<file path="config.mk">
export PLATFORM = sky130hd
export DESIGN_NAME = alu_rr_sequencer_flat
export DESIGN_NICKNAME = d
export VERILOG_FILES = /design/src/rtl/alu_rr_sequencer_if.sv /design/src/rtl/alu_rr_sequencer.sv /design/src/flat_wrapper.sv
export SDC_FILE = /design/constraint.sdc
export NUM_CORES = 1
export LEC_CHECK = 0
export BUFFER_PORTS_ARGS = -buffer_cell sky130_fd_sc_hd__buf_2
export CELL_PAD_IN_SITES_DETAIL_PLACEMENT = 1
export CELL_PAD_IN_SITES_GLOBAL_PLACEMENT = 2
export CORE_ASPECT_RATIO = 0.6
export CORE_MARGIN = 3
export CORE_UTILIZATION = 29
export CTS_CLUSTER_DIAMETER = 100
export DETAILED_ROUTE_END_ITERATION = 10
export PLACE_DENSITY = 0.92
export SYNTH_ARGS = -nofsm -noshare
export SYNTH_HDL_FRONTEND = slang
export SYNTH_SLANG_ARGS = --single-unit
</file>
<file path="constraint.sdc">
create_clock -name clk -period 2.3 [get_ports clk]
set_input_delay 0.345 -clock clk [delete_from_list [all_inputs] [get_ports clk]]
set_output_delay 0.345 -clock clk [all_outputs]
set_load 0.02 [all_outputs]
</file>
<file path="src/rtl/alu_rr_sequencer_if.sv">
// Bus bundle between the ALU sequencer and its environment: two request ports,
// the shared-ALU drive/return lines and the response channel.
interface alu_rr_sequencer_if #(
    parameter int DATA_W = 8,
    parameter int CNT_W  = 16
);
    logic              req0_valid;
    logic              req0_ready;
    logic [DATA_W-1:0] req0_opa;
    logic [DATA_W-1:0] req0_opb;
    logic [2:0]        req0_op;
    logic              req1_valid;
    logic              req1_ready;
    logic [DATA_W-1:0] req1_opa;
    logic [DATA_W-1:0] req1_opb;
    logic [2:0]        req1_op;
    logic [DATA_W-1:0] alu_opa;
    logic [DATA_W-1:0] alu_opb;
    logic [2:0]        alu_op;
    logic [15:0]       alu_result;
    logic              rsp_valid;
    logic              rsp_ready;
    logic              rsp_id;
    logic [15:0]       rsp_data;
    logic              rsp_err;
    logic              busy;
    logic [CNT_W-1:0]  op_count;

    modport master (
        input  req0_valid, req0_opa, req0_opb, req0_op,
        input  req1_valid, req1_opa, req1_opb, req1_op,
        input  alu_result, rsp_ready,
        output req0_ready, req1_ready,
        output alu_opa, alu_opb, alu_op,
        output rsp_valid, rsp_id, rsp_data, rsp_err, busy, op_count
    );

    modport slave (
        output req0_valid, req0_opa, req0_opb, req0_op,
        output req1_valid, req1_opa, req1_opb, req1_op,
        output alu_result, rsp_ready,
        input  req0_ready, req1_ready,
        input  alu_opa, alu_opb, alu_op,
        input  rsp_valid, rsp_id, rsp_data, rsp_err, busy, op_count
    );
endinterface

</file>
<file path="src/rtl/alu_rr_sequencer.sv">
// Round-robin sequencer sharing one combinational ALU between two requesters;
// holds ALU inputs for a settle window, then returns the captured result.
module alu_rr_sequencer #(
    parameter int DATA_W        = 8,
    parameter int SETTLE_CYCLES = 1,
    parameter int CNT_W         = 16
) (
    input  logic                clk,
    input  logic                reset,
    alu_rr_sequencer_if.master  bus
);
    typedef enum logic [1:0] {
        IDLE = 2'd0,
        EXEC = 2'd1,
        RESP = 2'd2
    } state_t;

    localparam logic [3:0] SETTLE_INIT = 4'(SETTLE_CYCLES - 1);
    localparam logic [2:0] OP_DIV      = 3'b010;

    state_t            state_r;
    state_t            state_nxt_s;
    logic              grant_s;
    logic              accept_s;
    logic              capture_s;
    logic              release_s;
    logic              last_grant_r;
    logic [3:0]        settle_cnt_r;
    logic              div0_r;
    logic [DATA_W-1:0] sel_opa_s;
    logic [DATA_W-1:0] sel_opb_s;
    logic [2:0]        sel_op_s;
    logic [DATA_W-1:0] alu_opa_r;
    logic [DATA_W-1:0] alu_opb_r;
    logic [2:0]        alu_op_r;
    logic              rsp_valid_r;
    logic              rsp_id_r;
    logic [15:0]       rsp_data_r;
    logic              rsp_err_r;
    logic [CNT_W-1:0]  op_count_r;

    // State register
    always_ff @(posedge clk or posedge reset) begin
        if (reset) begin
            state_r <= IDLE;
        end else begin
            state_r <= state_nxt_s;
        end
    end

    // Arbitration, next-state and per-cycle strobes
    always_comb begin
        state_nxt_s = state_r;
        grant_s     = 1'b0;
        accept_s    = 1'b0;
        capture_s   = 1'b0;
        release_s   = 1'b0;
        // On a tie the port that did not win last time gets the grant
        if (bus.req0_valid && bus.req1_valid) begin
            grant_s = ~last_grant_r;
        end else if (bus.req1_valid) begin
            grant_s = 1'b1;
        end else begin
            grant_s = 1'b0;
        end
        case (state_r)
            IDLE: begin
                if (bus.req0_valid || bus.req1_valid) begin
                    accept_s    = 1'b1;
                    state_nxt_s = EXEC;
                end else begin
                    state_nxt_s = IDLE;
                end
            end
            EXEC: begin
                if (settle_cnt_r == 4'd0) begin
                    capture_s   = 1'b1;
                    state_nxt_s = RESP;
                end else begin
                    state_nxt_s = EXEC;
                end
            end
            RESP: begin
                if (bus.rsp_ready) begin
                    release_s   = 1'b1;
                    state_nxt_s = IDLE;
                end else begin
                    state_nxt_s = RESP;
                end
            end
            default: begin
                state_nxt_s = IDLE;
            end
        endcase
    end

    // Operand mux from the granted port
    always_comb begin
        sel_opa_s = bus.req0_opa;
        sel_opb_s = bus.req0_opb;
        sel_op_s  = bus.req0_op;
        if (grant_s) begin
            sel_opa_s = bus.req1_opa;
            sel_opb_s = bus.req1_opb;
            sel_op_s  = bus.req1_op;
        end else begin
            sel_opa_s = bus.req0_opa;
            sel_opb_s = bus.req0_opb;
            sel_op_s  = bus.req0_op;
        end
    end

    // Operand latch, settle timer, result capture and completion counter
    always_ff @(posedge clk or posedge reset) begin
        if (reset) begin
            last_grant_r <= 1'b1;
            settle_cnt_r <= 4'd0;
            div0_r       <= 1'b0;
            alu_opa_r    <= {DATA_W{1'b0}};
            alu_opb_r    <= {DATA_W{1'b0}};
            alu_op_r     <= 3'b000;
            rsp_valid_r  <= 1'b0;
            rsp_id_r     <= 1'b0;
            rsp_data_r   <= 16'h0000;
            rsp_err_r    <= 1'b0;
            op_count_r   <= {CNT_W{1'b0}};
        end else begin
            if (accept_s) begin
                alu_opa_r    <= sel_opa_s;
                alu_opb_r    <= sel_opb_s;
                alu_op_r     <= sel_op_s;
                rsp_id_r     <= grant_s;
                last_grant_r <= grant_s;
                div0_r       <= (sel_op_s == OP_DIV) && (sel_opb_s == {DATA_W{1'b0}});
                settle_cnt_r <= SETTLE_INIT;
            end else if (state_r == EXEC && !capture_s) begin
                settle_cnt_r <= settle_cnt_r - 4'd1;
            end
            if (capture_s) begin
                rsp_data_r  <= div0_r ? 16'h0000 : bus.alu_result;
                rsp_err_r   <= div0_r;
                rsp_valid_r <= 1'b1;
            end else if (release_s) begin
                rsp_valid_r <= 1'b0;
                op_count_r  <= op_count_r + {{(CNT_W-1){1'b0}}, 1'b1};
            end
        end
    end

    assign bus.req0_ready = accept_s & ~grant_s;
    assign bus.req1_ready = accept_s & grant_s;
    assign bus.alu_opa    = alu_opa_r;
    assign bus.alu_opb    = alu_opb_r;
    assign bus.alu_op     = alu_op_r;
    assign bus.rsp_valid  = rsp_valid_r;
    assign bus.rsp_id     = rsp_id_r;
    assign bus.rsp_data   = rsp_data_r;
    assign bus.rsp_err    = rsp_err_r;
    assign bus.busy       = (state_r != IDLE);
    assign bus.op_count   = op_count_r;
endmodule
</file>
<file path="src/flat_wrapper.sv">
// flat-port wrapper written by rule: the top's interface ports become plain ports
module alu_rr_sequencer_flat 
#(
    parameter int DATA_W        = 8,
    parameter int SETTLE_CYCLES = 1,
    parameter int CNT_W         = 16
)
  (clk, reset, bus_req0_valid, bus_req0_opa, bus_req0_opb, bus_req0_op, bus_req1_valid, bus_req1_opa, bus_req1_opb, bus_req1_op, bus_alu_result, bus_rsp_ready, bus_req0_ready, bus_req1_ready, bus_alu_opa, bus_alu_opb, bus_alu_op, bus_rsp_valid, bus_rsp_id, bus_rsp_data, bus_rsp_err, bus_busy, bus_op_count);
  alu_rr_sequencer_if #(.DATA_W(DATA_W), .CNT_W(CNT_W)) bus_i ();
  input  logic clk;
  input  logic reset;
  input wire logic [$bits(bus_i.req0_valid)-1:0] bus_req0_valid;
  input wire logic [$bits(bus_i.req0_opa)-1:0] bus_req0_opa;
  input wire logic [$bits(bus_i.req0_opb)-1:0] bus_req0_opb;
  input wire logic [$bits(bus_i.req0_op)-1:0] bus_req0_op;
  input wire logic [$bits(bus_i.req1_valid)-1:0] bus_req1_valid;
  input wire logic [$bits(bus_i.req1_opa)-1:0] bus_req1_opa;
  input wire logic [$bits(bus_i.req1_opb)-1:0] bus_req1_opb;
  input wire logic [$bits(bus_i.req1_op)-1:0] bus_req1_op;
  input wire logic [$bits(bus_i.alu_result)-1:0] bus_alu_result;
  input wire logic [$bits(bus_i.rsp_ready)-1:0] bus_rsp_ready;
  output wire logic [$bits(bus_i.req0_ready)-1:0] bus_req0_ready;
  output wire logic [$bits(bus_i.req1_ready)-1:0] bus_req1_ready;
  output wire logic [$bits(bus_i.alu_opa)-1:0] bus_alu_opa;
  output wire logic [$bits(bus_i.alu_opb)-1:0] bus_alu_opb;
  output wire logic [$bits(bus_i.alu_op)-1:0] bus_alu_op;
  output wire logic [$bits(bus_i.rsp_valid)-1:0] bus_rsp_valid;
  output wire logic [$bits(bus_i.rsp_id)-1:0] bus_rsp_id;
  output wire logic [$bits(bus_i.rsp_data)-1:0] bus_rsp_data;
  output wire logic [$bits(bus_i.rsp_err)-1:0] bus_rsp_err;
  output wire logic [$bits(bus_i.busy)-1:0] bus_busy;
  output wire logic [$bits(bus_i.op_count)-1:0] bus_op_count;
  assign bus_i.req0_valid = bus_req0_valid;
  assign bus_i.req0_opa = bus_req0_opa;
  assign bus_i.req0_opb = bus_req0_opb;
  assign bus_i.req0_op = bus_req0_op;
  assign bus_i.req1_valid = bus_req1_valid;
  assign bus_i.req1_opa = bus_req1_opa;
  assign bus_i.req1_opb = bus_req1_opb;
  assign bus_i.req1_op = bus_req1_op;
  assign bus_i.alu_result = bus_alu_result;
  assign bus_i.rsp_ready = bus_rsp_ready;
  assign bus_req0_ready = bus_i.req0_ready;
  assign bus_req1_ready = bus_i.req1_ready;
  assign bus_alu_opa = bus_i.alu_opa;
  assign bus_alu_opb = bus_i.alu_opb;
  assign bus_alu_op = bus_i.alu_op;
  assign bus_rsp_valid = bus_i.rsp_valid;
  assign bus_rsp_id = bus_i.rsp_id;
  assign bus_rsp_data = bus_i.rsp_data;
  assign bus_rsp_err = bus_i.rsp_err;
  assign bus_busy = bus_i.busy;
  assign bus_op_count = bus_i.op_count;
  alu_rr_sequencer #(.DATA_W(DATA_W), .SETTLE_CYCLES(SETTLE_CYCLES), .CNT_W(CNT_W)) u_core (.clk(clk), .reset(reset), .bus(bus_i));
endmodule
</file>
# Yosys cells after proc, flatten, opt, wreduce, memory -nomap -nowiden
# Index checks and enable logic that the tools add are counted.
# Widths: inputs -> output; s select.
[classes]
bitwise_logic = 5
reduce_logical = 12
eq_ne = 3
add_sub_neg = 2
mux = 20
[op_table]
columns = ["cell", "count"]
rows = [
  ["$add 16x1->16 const B", 1],
  ["$mux 16", 1],
  ["$mux 8", 2],
  ["$mux 1", 11],
  ["$logic_not 8->1", 1],
  ["$mux 4", 2],
  ["$pmux 2 s3", 1],
  ["$reduce_bool 2->1", 3],
  ["$logic_not 4->1", 1],
  ["$mux 2", 2],
  ["$sub 4x1->4 const B", 1],
  ["$eq 3x2->1 const B", 1],
  ["$logic_and 1x1->1", 3],
  ["$mux 3", 1],
  ["$not 1->1", 3],
  ["$and 1x1->1", 2],
  ["$eq 2x1->1 const B", 1],
  ["$eq 2x2->1 const B", 1],
  ["$logic_not 2->1", 1],
  ["$reduce_and 2->1", 1],
  ["$logic_not 1->1", 1],
  ["$logic_or 1x1->1", 1],
]
[totals]
input_bits = 59
ff_bits = 62
wordCells = 54
out_inout_bits = 57

# Depth between registers and ports, before layout
# Gate-level depths: netlist of run 1.
[depth]
word_depth = 7
ltp_mapped = 8
mapped_depth_nobuf = 6

# Worst setup path before layout of run 1
# OpenSTA, ideal clock, no wires.
[synth_path]
kind = "flip-flop to flip-flop"
startpoint = "register u_core.settle_cnt_r[0]"
endpoint = "register u_core.rsp_err_r, in the netlist u_core.bus.rsp_err"
t_arrival_ns = 1.508
period_less_slack_ns = 1.633
required_ns = 2.175
slack_ns = 0.667
setup_ns = 0.125
path_stages_with_launch = 7
n_path_buf = 1
cell_sequence = "dfrtp_1 inv_1 ha_1 or3b_4 nand2b_4 buf_6 mux2_4"
[synth_via]
elab_chain_len = 3
[synth_rtl]
columns = ["item", "line", "text"]
rows = [
  ["from (decl)", "alu_rr_sequencer.sv:28", "logic [3:0] settle_cnt_r;"],
  ["from (signal assigned)", "alu_rr_sequencer.sv:137", "settle_cnt_r <= settle_cnt_r - 4'd1;"],
  ["$logic_not 4->1", "alu_rr_sequencer.sv:76", "if (settle_cnt_r == 4'd0) begin"],
  ["$mux 1", "alu_rr_sequencer.sv:76", ""],
  ["$mux 1", "alu_rr_sequencer.sv:66", "case (state_r)"],
  ["to (signal assigned)", "alu_rr_sequencer.sv:141", "rsp_err_r <= div0_r;"],
  ["to (decl)", "alu_rr_sequencer.sv:39", "logic rsp_err_r;"],
]
# No other way between the ends.
# A chain may end at the register's enable or synchronous reset.

# Worst setup path after layout of run 1
[layout_path]
startpoint = "register u_core.state_r[1]"
endpoint = "output bus_req0_ready"
[layout_via]
elab_chain_len = 3
[layout_rtl]
columns = ["item", "line", "text"]
rows = [
  ["from (decl)", "alu_rr_sequencer.sv:21", "state_t state_r;"],
  ["from (signal assigned)", "alu_rr_sequencer.sv:47", "state_r <= state_nxt_s;"],
  ["$logic_not 2->1", "alu_rr_sequencer.sv:66", ""],
  ["$mux 1", "alu_rr_sequencer.sv:66", ""],
  ["$and 1x1->1", "alu_rr_sequencer.sv:150", "assign bus.req0_ready = accept_s & ~grant_s;"],
  ["to (decl)", "flat_wrapper.sv:22", "output wire logic [$bits(bus_i.req0_ready)-1:0] bus_req0_ready;"],
]
# No other way between the ends.

==> results.json, run 1 <==
{
  "areaGrowthSynthToFinish_pct": 37.39,
  "hold_viol": 0,
  "netSwitchingFraction": 0.3690,
  "gr-total-overflow": 0,
  "crit_path_max_fanout": 10,
  "syn_nets": 319,
  "final_util": 0.4152,
  "route.detailed.drc": 0,
  "numClockSinks": 62,
  "die_h_um": 82.35,
  "critical_path_class": "flip-flop to output port",
  "cts-root-buf": "clkbuf_16",
  "die_w_um": 133.3,
  "clk_latency_ps": 320,
  "dp_cells": 497,
  "initial_core_util": 0.3022,
  "clkTransAtPathRegs_ps": 50,
  "power.share.clock": 0.287,
  "syn_area_per_cell_um2": 10.92,
  "dpl_cell_area_um2": 3526,
  "port_buffers": 115,
  "powerDensity_nw_per_um2": 1338,
  "synth_edf_count": 0,
  "avgViaCountPerCell": 4.531,
  "drv_slew": 0,
  "synth_cell_types": 39,
  "track_usage": 0.1436,
  "stdcell_count": 514,
  "min_period_over_period": 0.8838,
  "cellLeakagePower_uw": 0.002009,
  "synth_area_um2": 2818,
  "cts_tree": "yes",
  "nets": 440,
  "num_rows": 27,
  "synth.yosys.warnings": 0,
  "switchingPower_uw": 1911,
  "setup_ws_ps": 267.2,
  "ys.flop_type": "dfrtp_1",
  "drtPass1Iterations": 4,
  "place_ws_ps": 462.4,
  "fin_setup_tns_ps": 0,
  "vias": 2329,
  "setup-violations-final": 0,
  "wl_mm": 7.557,
  "fill_cells": 1094,
  "grt_start_max_net_pins": 36,
  "cp.arrival_ps": 1690,
  "cts_made_buffers": 9,
  "post-route-min-period_ps": 2033,
  "vdd_drop_max_v": 0.0004475,
  "first_iter_violations": 40,
  "grt_pass1_wl_mm": 12.36,
  "dpl.hpwl_mm": 5.891,
  "cp.required_ps": 1960,
  "ant_nets": 0,
  "antenna_found_initial": 0,
  "drive_gt1_frac": 0.3958,
  "p_int_uw": 3269,
  "tightestPinTransition_ps": 497.7,
  "die-area_um2": 10970,
  "synthCells": 258,
  "hold_class": "input pin to flip-flop",
  "cp-end-kind": "output port",
  "n_antenna_cell": 0,
  "start_kind": "flip-flop",
  "grt_pass1_vias": 2452,
  "rsz0062_at_grt": "no",
  "htree_levels": 3,
  "avgRoutedWirePerCell_um": 14.70,
  "io_pins": 116,
  "p_comb_frac": 0.373,
  "max_slew_margin": 0.6682,
  "coreArea_um2": 9324,
  "clock_skew_ps": 5.697,
  "power_frac_seq": 0.340,
  "drv_cap": 0,
  "fmax_mhz": 491.9,
  "async_flop_share": 1.000,
  "ys_seq_area_frac": 0.5511,
  "final_area_um2": 3871,
  "place_congestion": 0.7474,
  "status": "complete, no violations",
  "synth_seq_cells": 62,
  "clock_path_buffers": 2,
  "postCtsSetupBuffers": 0
}
placed cells by master, fill, tap and decap left out, types with 5 or more instances in the layout:
cell type / count
buf_2: 115
dfrtp_1: 61
nand2_1: 37
o21ai_0: 19
nand2b_1: 17
xnor2_1: 12
mux2i_1: 11
clkbuf_16: 9
and3_1: 8
a221o_1: 8
nor2_1: 7
nand3_1: 7
o21ai_1: 7
o21ai_2: 6
buf_4: 6
nand4_1: 5
xor2_1: 5
sequential cells by signal, indices dropped and copies added, names as in the netlist:
signal	cells
u_core.state_r	2
u_core.settle_cnt_r	4
u_core.bus.alu_opa	8
u_core.bus.rsp_id	1
u_core.bus.alu_op	3
u_core.bus.op_count	16
u_core.last_grant_r	1
u_core.bus.rsp_valid	1
u_core.bus.rsp_err	1
u_core.div0_r	1
u_core.bus.alu_opb	8
u_core.bus.rsp_data	16
cell families after synthesis:
group	after synthesis	synth area share
buffers and inverters	17	0.03597
multiplexers	13	0.04840
XOR/XNOR	17	0.05284
AND/OR/NAND/NOR	103	0.2007
flip-flops	62	0.5511
adder cells (fa/ha/maj)	2	0.008880
AO/OA/AOI/OAI	44	0.1021
layer usage:
| metal | track usage | wire, um |
|---|---|---|
| met4 | 0.04928 | 91 |
| met3 | 0.05751 | 640 |
| met1 | 0.1938 | 3756 |
| met2 | 0.2105 | 3069 |
| met5 | 0 | 0 |
metrics by stage:
step,power [uW],hold WS (ps)
after global placement,3669,231.7
after floorplan,3101,452.3
after CTS,5282,245.0
after global routing,5558,259.2
final,5180,259.3
after detailed placement,3753,233.9
worst max-delay path: stages (launching register included):
cell and delay (ps):
dfrtp_1 430, nor2_1 250, o21ai_2 200, nor2_2 140
buf_4 170, buf_2 180
worst paths after layout:
kind / start / to / cells after the start / slack (ps)
max in group asynchronous: reset / u_core.bus.alu_opb[0] / 4 / 1180
hold reg to reg: u_core.bus.op_count[15] / u_core.bus.op_count[15] / 1 / 470
setup reg to reg: u_core.settle_cnt_r[0] / u_core.bus.rsp_err / 5 / 460
hold / removal: bus_req0_opa[5] / u_core.bus.alu_opa[5] / 2 / 260
setup / recovery: u_core.state_r[1] / bus_req0_ready / 5 / 270
min in group asynchronous: reset / u_core.bus.op_count[13] / 3 / 450
synth_stat cells, types with 7 or more instances:
library cell	instances	area (um2)
xnor2_1	12	105.1
nand2b_1	17	106.4
nand3_1	7	35.03
dfrtp_1	61	1526
o21ai_1	7	35.03
and3_1	8	50.05
a221o_1	8	80.08
nand2_1	37	138.9
mux2i_1	11	110.1
nor2_1	7	26.28
o21ai_0	20	100.1
area by class of cell:
type,instances,area [um2],share of cell area
flip-flops and latches,62,1553,0.4011
multi-input cells,179,1171,0.3025
repair buffers,122,630.6,0.1629
clock buffers,13,270.3,0.06981
well taps,130,162.7,0.04202
clock inverters,3,65.06,0.01681
inverters,5,18.77,0.004848
power groups by stage:
| stage | Clock [uW] | Sequential (uW) | Combinational, uW |
|---|---|---|---|
| floorplan | 0 | 2160 | 939 |
| global placement | 0 | 1770 | 1900 |
| detailed placement | 0 | 1780 | 1970 |
| CTS | 1540 | 1770 | 1970 |
| global route | 1590 | 1830 | 2140 |
| finish | 1490 | 1760 | 1930 |
what timing repair did:
item | 4_1_cts | 5_1_grt
gates resized for setup | 0 | 0
endpoints found under the hold margin | 5 | 0
hold buffers | 1 | 0
Power figures use the tool's default switching activity.
==> inputs of run 2 (changes only) <==
--- a/config.mk
+++ b/config.mk
@@ -6,7 +6,7 @@
 export NUM_CORES = 1
 export LEC_CHECK = 0
 export BUFFER_PORTS_ARGS = -buffer_cell sky130_fd_sc_hd__buf_2
-export CELL_PAD_IN_SITES_DETAIL_PLACEMENT = 1
+export CELL_PAD_IN_SITES_DETAIL_PLACEMENT = 0
 export CELL_PAD_IN_SITES_GLOBAL_PLACEMENT = 2
 export CORE_ASPECT_RATIO = 0.6
 export CORE_MARGIN = 3
==> run 2 against run 1 <==
  * Global-route usage decreased by 0.91 points
  * First-iteration DRC count increased by 120%
  * Maximum frequency decreased by 2.6%
  * Critical endpoint unchanged
  * Largest cell class unchanged
  * Largest power group unchanged
==> results.json, run 2 (synthesis results as in run 1) <==
{
  "avgRoutedWirePerCell_um": 13.76,
  "post-route-min-period_ps": 2088,
  "fill_cells": 946,
  "place_ws_ps": 474.4,
  "critPathMaxStageDelay_ps": 430,
  "n_antenna_cell": 0,
  "cp_cell_sequence": "nor2_1 > o21ai_2 > nor2_2 > buf_4 > buf_2",
  "setup_ws_ps": 211.9,
  "hold_class": "input pin to flip-flop",
  "final_common_cell": "buf_2",
  "htree_levels": 3,
  "tightestPinTransition_ps": 474.2,
  "clkTransAtPathRegs_ps": 50,
  "rsz0062_at_grt": "no",
  "cp-end-kind": "output port",
  "powerDensity_nw_per_um2": 1307,
  "cellLeakagePower_uw": 0.001985,
  "place_congestion": 0.7474,
  "antenna_found_initial": 0,
  "cts_made_buffers": 9,
  "grt_pass1_wl_mm": 11.41,
  "drtPass1Iterations": 4,
  "drv_slew": 0,
  "coreArea_um2": 9324,
  "cp.required_ps": 1960,
  "cts_resized": 0,
  "drive_gt1_frac": 0.3958,
  "crit_path_max_fanout": 10,
  "clock_path_buffers": 2,
  "hold_viol": 0,
  "num_rows": 27,
  "first_iter_violations": 89,
  "gr-total-overflow": 0,
  "min_period_over_period": 0.9078,
  "start_kind": "flip-flop",
  "grt_pass1_vias": 2238,
  "dpl.hpwl_mm": 5.299,
  "drv_cap": 0,
  "initial_core_util": 0.3022,
  "die_h_um": 82.35,
  "critical_path_class": "flip-flop to output port",
  "vdd_drop_max_v": 0.0004906,
  "layout_common_cells": "buf_2, dfrtp_1, nand2_1",
  "fmax_mhz": 478.9,
  "clk_latency_ps": 330,
  "die_w_um": 133.3,
  "ant_nets": 0,
  "cp.arrival_ps": 1740,
  "areaGrowthSynthToFinish_pct": 36.19,
  "numClockSinks": 62,
  "crit_path_top_delay_cell": "dfrtp_1",
  "port_buffers": 115,
  "nets": 440,
  "track_usage": 0.1346,
  "status": "complete, no violations",
  "route.detailed.drc": 0,
  "cts_tree": "yes",
  "io_pins": 116,
  "setup-violations-final": 0,
  "clock_skew_ps": 5.054,
  "die-area_um2": 10970,
  "grt_start_max_net_pins": 36,
  "fin_setup_tns_ps": 0,
  "avgViaCountPerCell": 4.496,
  "cts-root-buf": "clkbuf_16",
  "vias": 2311,
  "wl_mm": 7.071,
  "max_slew_margin": 0.6839
}
run 2: path summary, 6_finish.rpt:
| check | from | to | slack, ps | cells after the start |
|---|---|---|---|---|
| setup / recovery | u_core.state_r[1] | bus_req0_ready | 210 | 5 |
| hold / removal | bus_req0_opa[2] | u_core.bus.alu_opa[2] | 240 | 2 |
| setup reg to reg | u_core.settle_cnt_r[0] | u_core.bus.rsp_err | 470 | 5 |
| hold reg to reg | u_core.bus.rsp_data[9] | u_core.bus.rsp_data[9] | 470 | 2 |
| max in group asynchronous | reset | u_core.bus.alu_opb[0] | 1200 | 4 |
| min in group asynchronous | reset | u_core.bus.op_count[14] | 430 | 3 |
run 2: layout make-up:
| cell class | instances | area (um2) | share of cell area |
|---|---|---|---|
| multi-input cells | 179 | 1171 | 0.3052 |
| inverters | 5 | 18.77 | 0.004891 |
| well taps | 130 | 162.7 | 0.04239 |
| repair buffers | 122 | 630.6 | 0.1643 |
| clock inverters | 5 | 58.81 | 0.01532 |
| clock buffers | 11 | 242.7 | 0.06325 |
| flip-flops and latches | 62 | 1553 | 0.4046 |
run 2: per-layer routing:
layer  up-vias  routed length (um)  global-route usage
met1      1068                3684              0.1898
met2        93                2684              0.1802
met3         4                 655             0.06477
met4         0                  46             0.04004
li1       1146                   -                   -
met5         -                   0                   0
run 2: what timing repair did:
item / CTS / global route
buffers inserted: 0 / 0
hold buffers: 1 / 0
endpoints found under the hold margin: 5 / 0
run 2: report_power, final:
part,switching [uW],leakage [uW],total [uW],internal (uW)
clock,480,0.000142,1350,867
sequential,255,0.000781,1760,1500
combinational,1180,0.00106,1910,729
run 2: per-stage QoR:
stage	area (um2)	total power, uW	hold slack [ps]	std cells	util
finish	3837	5014	244.5	514	0.4116
global route	3837	5396	236.6	514	0.4116
CTS	3837	5104	230.2	514	0.4116
detailed placement	3526	3714	232.4	497	0.3782
global placement	3526	3669	231.7	497	0.3782
floorplan	2818	3101	452.3	258	-
run 2: critical path: cells and delay by family (launching register included):
kind | cells | cell delay [ps]
compound gates | 1 | 220
buf+inv | 2 | 340
flops | 1 | 430
simple gates | 2 | 420
